$ cat src/rtl/arbiter4_rr_pkg.sv
// rtl/arbiter4_rr_pkg.sv - shared types, constants and priority-search helper for arbiter4_rr
package arbiter4_rr_pkg;

   // Requester count and the width of an index into the request vector
   localparam int N_REQ = 4;
   localparam int IDX_W = 2;

   // Arbiter FSM encoding: IDLE evaluates requests, GRANT holds one owner
   typedef enum logic {
      ST_IDLE  = 1'b0,
      ST_GRANT = 1'b1
   } state_t;

   // First requester with its bit set, searching ptr, ptr+1, ptr+2, ptr+3 (mod 4).
   // The loop runs from the farthest offset down so the nearest hit wins.
   // Returns ptr when nothing is requesting; callers qualify with |req.
   function automatic logic [IDX_W-1:0] rr_pick(
      input logic [N_REQ-1:0] req,
      input logic [IDX_W-1:0] ptr
   );
      logic [IDX_W-1:0] pick;
      logic [IDX_W-1:0] cand;
      pick = ptr;
      for (int k = N_REQ - 1; k >= 0; k--) begin
         cand = ptr + IDX_W'(k);
         if (req[cand]) begin
            pick = cand;
         end
      end
      return pick;
   endfunction

endpackage

$ cat src/rtl/arbiter4_rr_grant_dec24.sv
// rtl/arbiter4_rr_grant_dec24.sv - enabled 2-to-4 one-hot decoder for the grant select lines
module grant_dec24
   import arbiter4_rr_pkg::*;
(
   input  logic [IDX_W-1:0] i_idx,
   input  logic             i_en,
   output logic [N_REQ-1:0] o_onehot
);

   // One-hot decode of the index; all zero whenever the enable is low
   always_comb begin
      o_onehot = '0;
      if (i_en) begin
         case (i_idx)
            2'd0:    o_onehot = 4'b0001;
            2'd1:    o_onehot = 4'b0010;
            2'd2:    o_onehot = 4'b0100;
            default: o_onehot = 4'b1000;
         endcase
      end
   end

endmodule

$ cat src/rtl/arbiter4_rr.sv
// rtl/arbiter4_rr.sv - four-requester round-robin arbiter with enable and hold limit
module arbiter4_rr
   import arbiter4_rr_pkg::*;
#(
   parameter int MAX_HOLD = 8,
   parameter int CW       = 4
)
(
   input  logic             clk,
   input  logic             rst,
   input  logic             en,
   input  logic [N_REQ-1:0] req,
   output logic [N_REQ-1:0] gnt,
   output logic [IDX_W-1:0] gnt_idx,
   output logic             gnt_vld
);

   // Hold budget must fit the counter and allow at least one cycle of grant
   generate
      if (MAX_HOLD < 1 || MAX_HOLD > (1 << CW) - 1) begin : g_bad_param
         $error("arbiter4_rr: MAX_HOLD out of range for CW");
      end
   endgenerate

   localparam logic [CW-1:0] LP_MAX_HOLD = CW'(MAX_HOLD);
   localparam logic [CW-1:0] LP_CNT_ONE  = CW'(1);

   state_t           r_state;
   state_t           w_state_nxt;
   logic [IDX_W-1:0] r_ptr;
   logic [IDX_W-1:0] w_ptr_nxt;
   logic [IDX_W-1:0] r_idx;
   logic [IDX_W-1:0] w_idx_nxt;
   logic [CW-1:0]    r_cnt;
   logic [CW-1:0]    w_cnt_nxt;

   logic             w_any_req;
   logic [IDX_W-1:0] w_pick;
   logic             w_release;
   logic             w_vld;

   // Rotating priority search and the GRANT exit test, evaluated every cycle
   always_comb begin
      w_any_req = |req;
      w_pick    = rr_pick(req, r_ptr);
      w_release = (req[r_idx] == 1'b0) || (r_cnt == LP_MAX_HOLD) || !en;
   end

   // State register plus pointer, owner index and hold counter
   always_ff @(posedge clk or posedge rst) begin
      if (rst) begin
         r_state <= ST_IDLE;
         r_ptr   <= '0;
         r_idx   <= '0;
         r_cnt   <= '0;
      end else begin
         r_state <= w_state_nxt;
         r_ptr   <= w_ptr_nxt;
         r_idx   <= w_idx_nxt;
         r_cnt   <= w_cnt_nxt;
      end
   end

   // Next-state logic: grant from IDLE, hold or release from GRANT
   always_comb begin
      w_state_nxt = r_state;
      w_ptr_nxt   = r_ptr;
      w_idx_nxt   = r_idx;
      w_cnt_nxt   = r_cnt;
      case (r_state)
         ST_IDLE: begin
            if (en && w_any_req) begin
               w_state_nxt = ST_GRANT;
               w_idx_nxt   = w_pick;
               w_cnt_nxt   = LP_CNT_ONE;
            end
         end
         ST_GRANT: begin
            if (w_release) begin
               // The owner drops to lowest priority for the next search
               w_state_nxt = ST_IDLE;
               w_ptr_nxt   = r_idx + IDX_W'(1);
               w_cnt_nxt   = '0;
            end else begin
               w_cnt_nxt   = r_cnt + LP_CNT_ONE;
            end
         end
         default: begin
            w_state_nxt = ST_IDLE;
         end
      endcase
   end

   // Outputs come from registered state only; no path from req or en
   always_comb begin
      w_vld   = (r_state == ST_GRANT);
      gnt_vld = w_vld;
      gnt_idx = r_idx;
   end

   grant_dec24 u_grant_dec24 (
      .i_idx    (r_idx),
      .i_en     (w_vld),
      .o_onehot (gnt)
   );

endmodule

$ cat config.mk
export PLATFORM = sky130hd
export DESIGN_NAME = arbiter4_rr
export DESIGN_NICKNAME = d
export VERILOG_FILES = /design/src/rtl/arbiter4_rr_pkg.sv /design/src/rtl/arbiter4_rr_grant_dec24.sv /design/src/rtl/arbiter4_rr.sv
export SDC_FILE = /design/constraint.sdc
export NUM_CORES = 1
export LEC_CHECK = 0
export CAP_MARGIN = 5
export CORE_MARGIN = 3
export CORE_UTILIZATION = 48
export CTS_CLUSTER_SIZE = 16
export DETAILED_ROUTE_END_ITERATION = 8
export GPL_TIMING_DRIVEN = 0
export PLACE_DENSITY = 0.76
export SLEW_MARGIN = 25
export SYNTH_ARGS = -nofsm -noshare
export SYNTH_HDL_FRONTEND = slang
export SYNTH_SLANG_ARGS = --single-unit
$ cat constraint.sdc
create_clock -name clk -period 2.5 [get_ports clk]
set_clock_uncertainty 0.2 [all_clocks]
set_input_delay 0.5 -clock clk [delete_from_list [all_inputs] [get_ports clk]]
set_output_delay 0.5 -clock clk [all_outputs]
set_load 0.02 [all_outputs]
# After elaboration in Yosys (flattened, before gate mapping)
# Cells that the tools add are included.
[totals] regBits=9 word_cells=50 in_bits=7
[op_classes] bitwise=2 n_lt_le_gt_ge=5 n_addsub=5 n_eq_ne=4 reduce_logical=8 n_mux=22
[ops] cell="2-bit by 3-bit < comparator with 1-bit output (second input constant)" n=5
[ops] cell="4-bit 2-to-1 mux" n=3
[ops] cell="4-bit case mux with 3 select lines" n=1
[ops] cell="1-bit binary-select mux with 2-bit select" n=5
[ops] cell="2-bit 2-to-1 mux" n=4
[ops] cell="4-bit case mux with 2 select lines" n=1
[ops] cell="1-bit 2-to-1 mux" n=7
[ops] cell="2-bit by 1-bit adder with 2-bit output (second input constant)" n=2
[ops] cell="2-bit adder (second input constant)" n=2
[ops] cell="4-bit by 1-bit adder with 4-bit output (second input constant)" n=1
[ops] cell="4-bit equality test (second input constant)" n=1
[ops] cell="2-bit AND reduction" n=2
[ops] cell="4-bit OR reduction" n=1
[ops] cell="2-bit by 1-bit equality test with 1-bit output (second input constant)" n=1
[ops] cell="2-bit equality test (second input constant)" n=1
[ops] cell="2-bit zero test" n=1
[ops] cell="1-bit logical OR" n=2
[ops] cell="2-bit inequality test (second input constant)" n=1
[ops] cell="1-bit NOT" n=2
[ops] cell="1-bit case mux with 2 select lines" n=1
[ops] cell="1-bit logical AND" n=1
[ops] cell="1-bit zero test" n=1

# Depth between registers and ports, before layout
[logic_depth] ltp_word=7 ltp_mapped=5 ltp_nobuf=5

# Hierarchy
# Synthesis repeated with hierarchy kept, for this count alone.
[unflattened] hier_cells=60 area_unflattened_um2=601.8
[modules_own_cells] mod="arbiter4_rr" n_inst=1 area_each_um2=564.3 cells_each=56 seq_area_each_um2=225.2
[modules_own_cells] mod="grant_dec24" n_inst=1 area_each_um2=37.5 cells_each=4 seq_area_each_um2=0.0

# Worst setup path after synthesis
# Ideal clock, no wire load.
[synth_path] path_type="reg-to-reg" from="register r_idx[1] (netlist: gnt_idx[1])" to="register r_ptr[1]" path_slack_ps=520 arrival_ps=1652 setup_ps=128 t_required_ps=2172 stages_incl_launch_ff=4 path_buffers=0 period_less_slack_ps=1980 path_cell_list="dfrtp_1 > mux4_2 > a31oi_4 > mux2_1"
[synth_via] elab_chain_len=6 elab_cells_between_ends=7 classes_between="add/sub: 1; mux: 2; bitwise: 1; reduce/logical: 3"
[synth_rtl] element="from (decl)" line="arbiter4_rr.sv:32" source="logic [IDX_W-1:0] r_idx;"
[synth_rtl] element="from (signal assigned)" line="arbiter4_rr.sv:59" source="r_idx <= w_idx_nxt;"
[synth_rtl] element="1-bit binary-select mux with 2-bit select" line="arbiter4_rr.sv:46" source="w_release = (req[r_idx] == 1'b0) || (r_cnt == LP_MAX_HOLD) || !en;"
[synth_rtl] element="1-bit 2-to-1 mux (not written as such)" line="arbiter4_rr.sv:46"
[synth_rtl] element="1-bit NOT" line="arbiter4_rr.sv:46"
[synth_rtl] element="1-bit logical OR (2 in a row)" line="arbiter4_rr.sv:46"
[synth_rtl] element="2-bit AND reduction (no source line)"
[synth_rtl] element="to (signal assigned)" line="arbiter4_rr.sv:58" source="r_ptr <= w_ptr_nxt;"
[synth_rtl] element="to (decl)" line="arbiter4_rr.sv:30" source="logic [IDX_W-1:0] r_ptr;"
# Parallel ways exist; a longest one is shown, timed or not. The select of a mux whose other input is x is not followed.
# A chain may end at the register's enable or synchronous reset.

# Worst setup path after layout
[layout_path] from="register r_idx[1] (netlist: gnt_idx[1])" to="output gnt[0]"
[layout_via] elab_chain_len=3 elab_cells_between_ends=5 classes_between="eq/ne: 2; mux: 2; reduce/logical: 1"
[layout_rtl] element="2-bit equality test, or another cell as far along" line="arbiter4_rr_grant_dec24.sv:14" source="case (i_idx)"
[layout_rtl] element="4-bit case mux with 3 select lines (*)" line="arbiter4_rr_grant_dec24.sv:14"
[layout_rtl] element="4-bit 2-to-1 mux (*)" line="arbiter4_rr_grant_dec24.sv:13" source="if (i_en) begin"
[layout_rtl] element="to (decl)" line="arbiter4_rr.sv:13" source="output logic [N_REQ-1:0] gnt,"
# Mark *: on every way between the ends. The rest lies on a longest branch, timed or not.

==> results.cfg <==
[sta]
tns_ns = 0
worst_pin_slew_ns = 0.548
finalHoldViolCount = 0
setup_ws_ns = 0.112
hold_slack_ns = 0.296
rsz0062_at_grt = no
maxSlewViolCount = 0
fmax_ghz = 0.419
fin_crit_ns = 2.39
post-route-period-util = 0.955
slew-limit-headroom = 0.630
setup_violations = 0

[power_and_ir_drop]
power.total_mw = 0.833
swShare = 0.430
p_per_area_mw_per_mm2 = 1010
p_leak_nw = 0.350
p_int_mw = 0.475
pwr-share-comb = 0.515
seq_power_share = 0.344
clkPwrFrac = 0.141
vdd_drop_max_mv = 0.583
p_sw_mw = 0.358

[drt]
vias = 576
first_pass_iters = 4
drt-initial-drc-count = 14
wl_per_cell_um = 14.2
vias_per_cell = 5.94
routed_wl_um = 1380
route.met2.wl_um = 657
wl_met3_um = 63
top_layer_used = met4
drc = 0
met1_length_um = 624
route.antenna.remaining_nets = 0

[run]
maxCapViolCount = 0

[cts]
cts_sinks = 9
cts_buffer_depth = 2
numCtsBuffers = 3
cts_tree = yes
insertion_delay_ns = 0.27
htree_levels = 1
clk_pin_slew_worst_paths_ns = 0.06
holdBufCountCts = 0
root_buffer = clkbuf_4

[synthesis]
synth_area_leaders = dfrtp_1 34%, ha_1 11%, inv_1 5.7%
postSynthCellCount = 67
async_flop_share = 1.00
avgSynthCellArea_um2 = 9.75
ys_seq_area_frac = 0.345
synth_top_area_share = 0.345
synth_edf_count = 0
ys_types = 28
synthFlopType = dfrtp_1
synth_commonest_cells = 10 x inv_1, 9 x dfrtp_1, 6 x ha_1
yosys_warnings = 0
ys_seq_elements = 9
synth_nets = 80
synth.most_common_cell = inv_1
netlist_area_um2 = 653
yosys.area.top_type = dfrtp_1

[grt]
grt_overflow_total = 0
grt_pass1_wl_um = 2560
grt_max_degree = 11
gr-usage-all-layers = 0.185
antenna_found_initial = 0
grt_pass1_vias = 556

[layout]
antenna_cells = 0
multi_input_area_um2 = 387
final_nets = 97
fillCellCount = 101
syn2layout_area_growth_pct = 26.2
seqCellArea_um2 = 226
fin_cells = 97
drive_gt1_frac = 0.0843

[setup_path]
cp-start-kind = register
crit_path_end_kind = primary output
slowest_stage = clkdlybuf4s50_1
path_cells = inv_1 -> ha_1 -> and2_1 -> clkdlybuf4s50_1
rr_worst_depth = 3
crit_end = gnt[0]
critPathTopFamily = buffers and inverters
cp.depth = 4
max_stage_delay_ns = 0.60
crit_type = register to primary output
timing.rr.end = r_ptr[1]
path_buf_inv = 2
startpoint = gnt_idx[1]
cp_max_fo = 6
worstPathArrival_ns = 1.69
regToRegSetupSlack_ns = 0.56
cp_data_required_time_ns = 1.80
timing.rr.start = gnt_idx[1]

[floorplan]
dieWidth_um = 42.9
coreArea_mm2 = 0.00119
dieArea_mm2 = 0.00184
start_util = 0.551
fp.dieH_um = 42.9
rows = 12
io-pin-count = 14

[placed_design]
dp.cells = 94
dp_hpwl_um = 1070
io_buffers = 13
dp_slack_ns = 0.00297
gp_congestion = 0.875

[min_path]
min_path_type = input port to async pin

[outcome]
status = finished clean
-- logic make-up after synthesis --
kind of cell	after synthesis	share of synthesized area
adder cells (fa/ha/maj)	6	0.115
buffers and inverters	11	0.0632
AND/OR/NAND/NOR	21	0.193
flip-flops	9	0.345
multiplexers	3	0.0670
AO/OA/AOI/OAI	16	0.203
XOR/XNOR	1	0.0134
-- how the worst min path moves through the flow --
stage,from,endpoint,slack [ns],cells after the start
6_report,rst,gnt_vld,0.30,2
3_5_place_dp,r_cnt[3],r_cnt[3],0.35,1
3_3_place_gp,r_cnt[3],r_cnt[3],0.32,1
4_1_cts,rst,gnt_vld,0.31,2
2_1_floorplan,rst,gnt_idx[0],0.13,1
5_1_grt,rst,r_cnt[2],0.33,2
-- power by group through the flow --
stage	combinational (mW)	sequential (mW)	clock [mW]
floorplan	0.262	0.283	0
global placement	0.439	0.266	0
detailed placement	0.453	0.271	0
CTS	0.455	0.268	0.121
global route	0.471	0.305	0.129
finish	0.429	0.287	0.118
-- layout make-up --
cell class	count	share of cell area
clock buffers	4	0.0319
flip-flops and latches	9	0.275
well taps	14	0.0212
inverters	10	0.0455
multi-input cells	47	0.469
repair buffers	13	0.158
-- registers in the layout, indices dropped and copies added, names as in the netlist --
register	count
r_cnt	4
gnt_vld	1
r_ptr	2
gnt_idx	2
-- what timing repair did --
item / CTS / global route
hold endpoints to repair: 0 / 0
buffers inserted: 0 / 0
setup endpoints to repair: 0 / 2
resized for setup: 0 / 1
-- cells in the final DEF (no fill, tap or decap), types with 2 or more instances in the layout --
master            n
dfrtp_1           8
nand3_1           3
nand2b_1          5
nand4_1           2
nor3b_1           2
clkbuf_4          3
clkdlybuf4s50_1  13
nor2_1            2
inv_1            10
o21ai_0           4
a21oi_1           2
ha_1              6
and2_1            5
-- per-stage QoR --
stage	util	area, µm²
2_1_floorplan	-	653
3_3_place_gp	0.675	801
3_5_place_dp	0.675	801
4_1_cts	0.697	827
5_1_grt	0.695	825
6_report	0.695	825
-- metal layers --
metal,track usage,vias to the layer above
li1,-,270
met1,0.245,286
met2,0.281,15
met3,0.0381,5
met4,0.0932,0
met5,0,-
(Power assumes the default switching activity.)
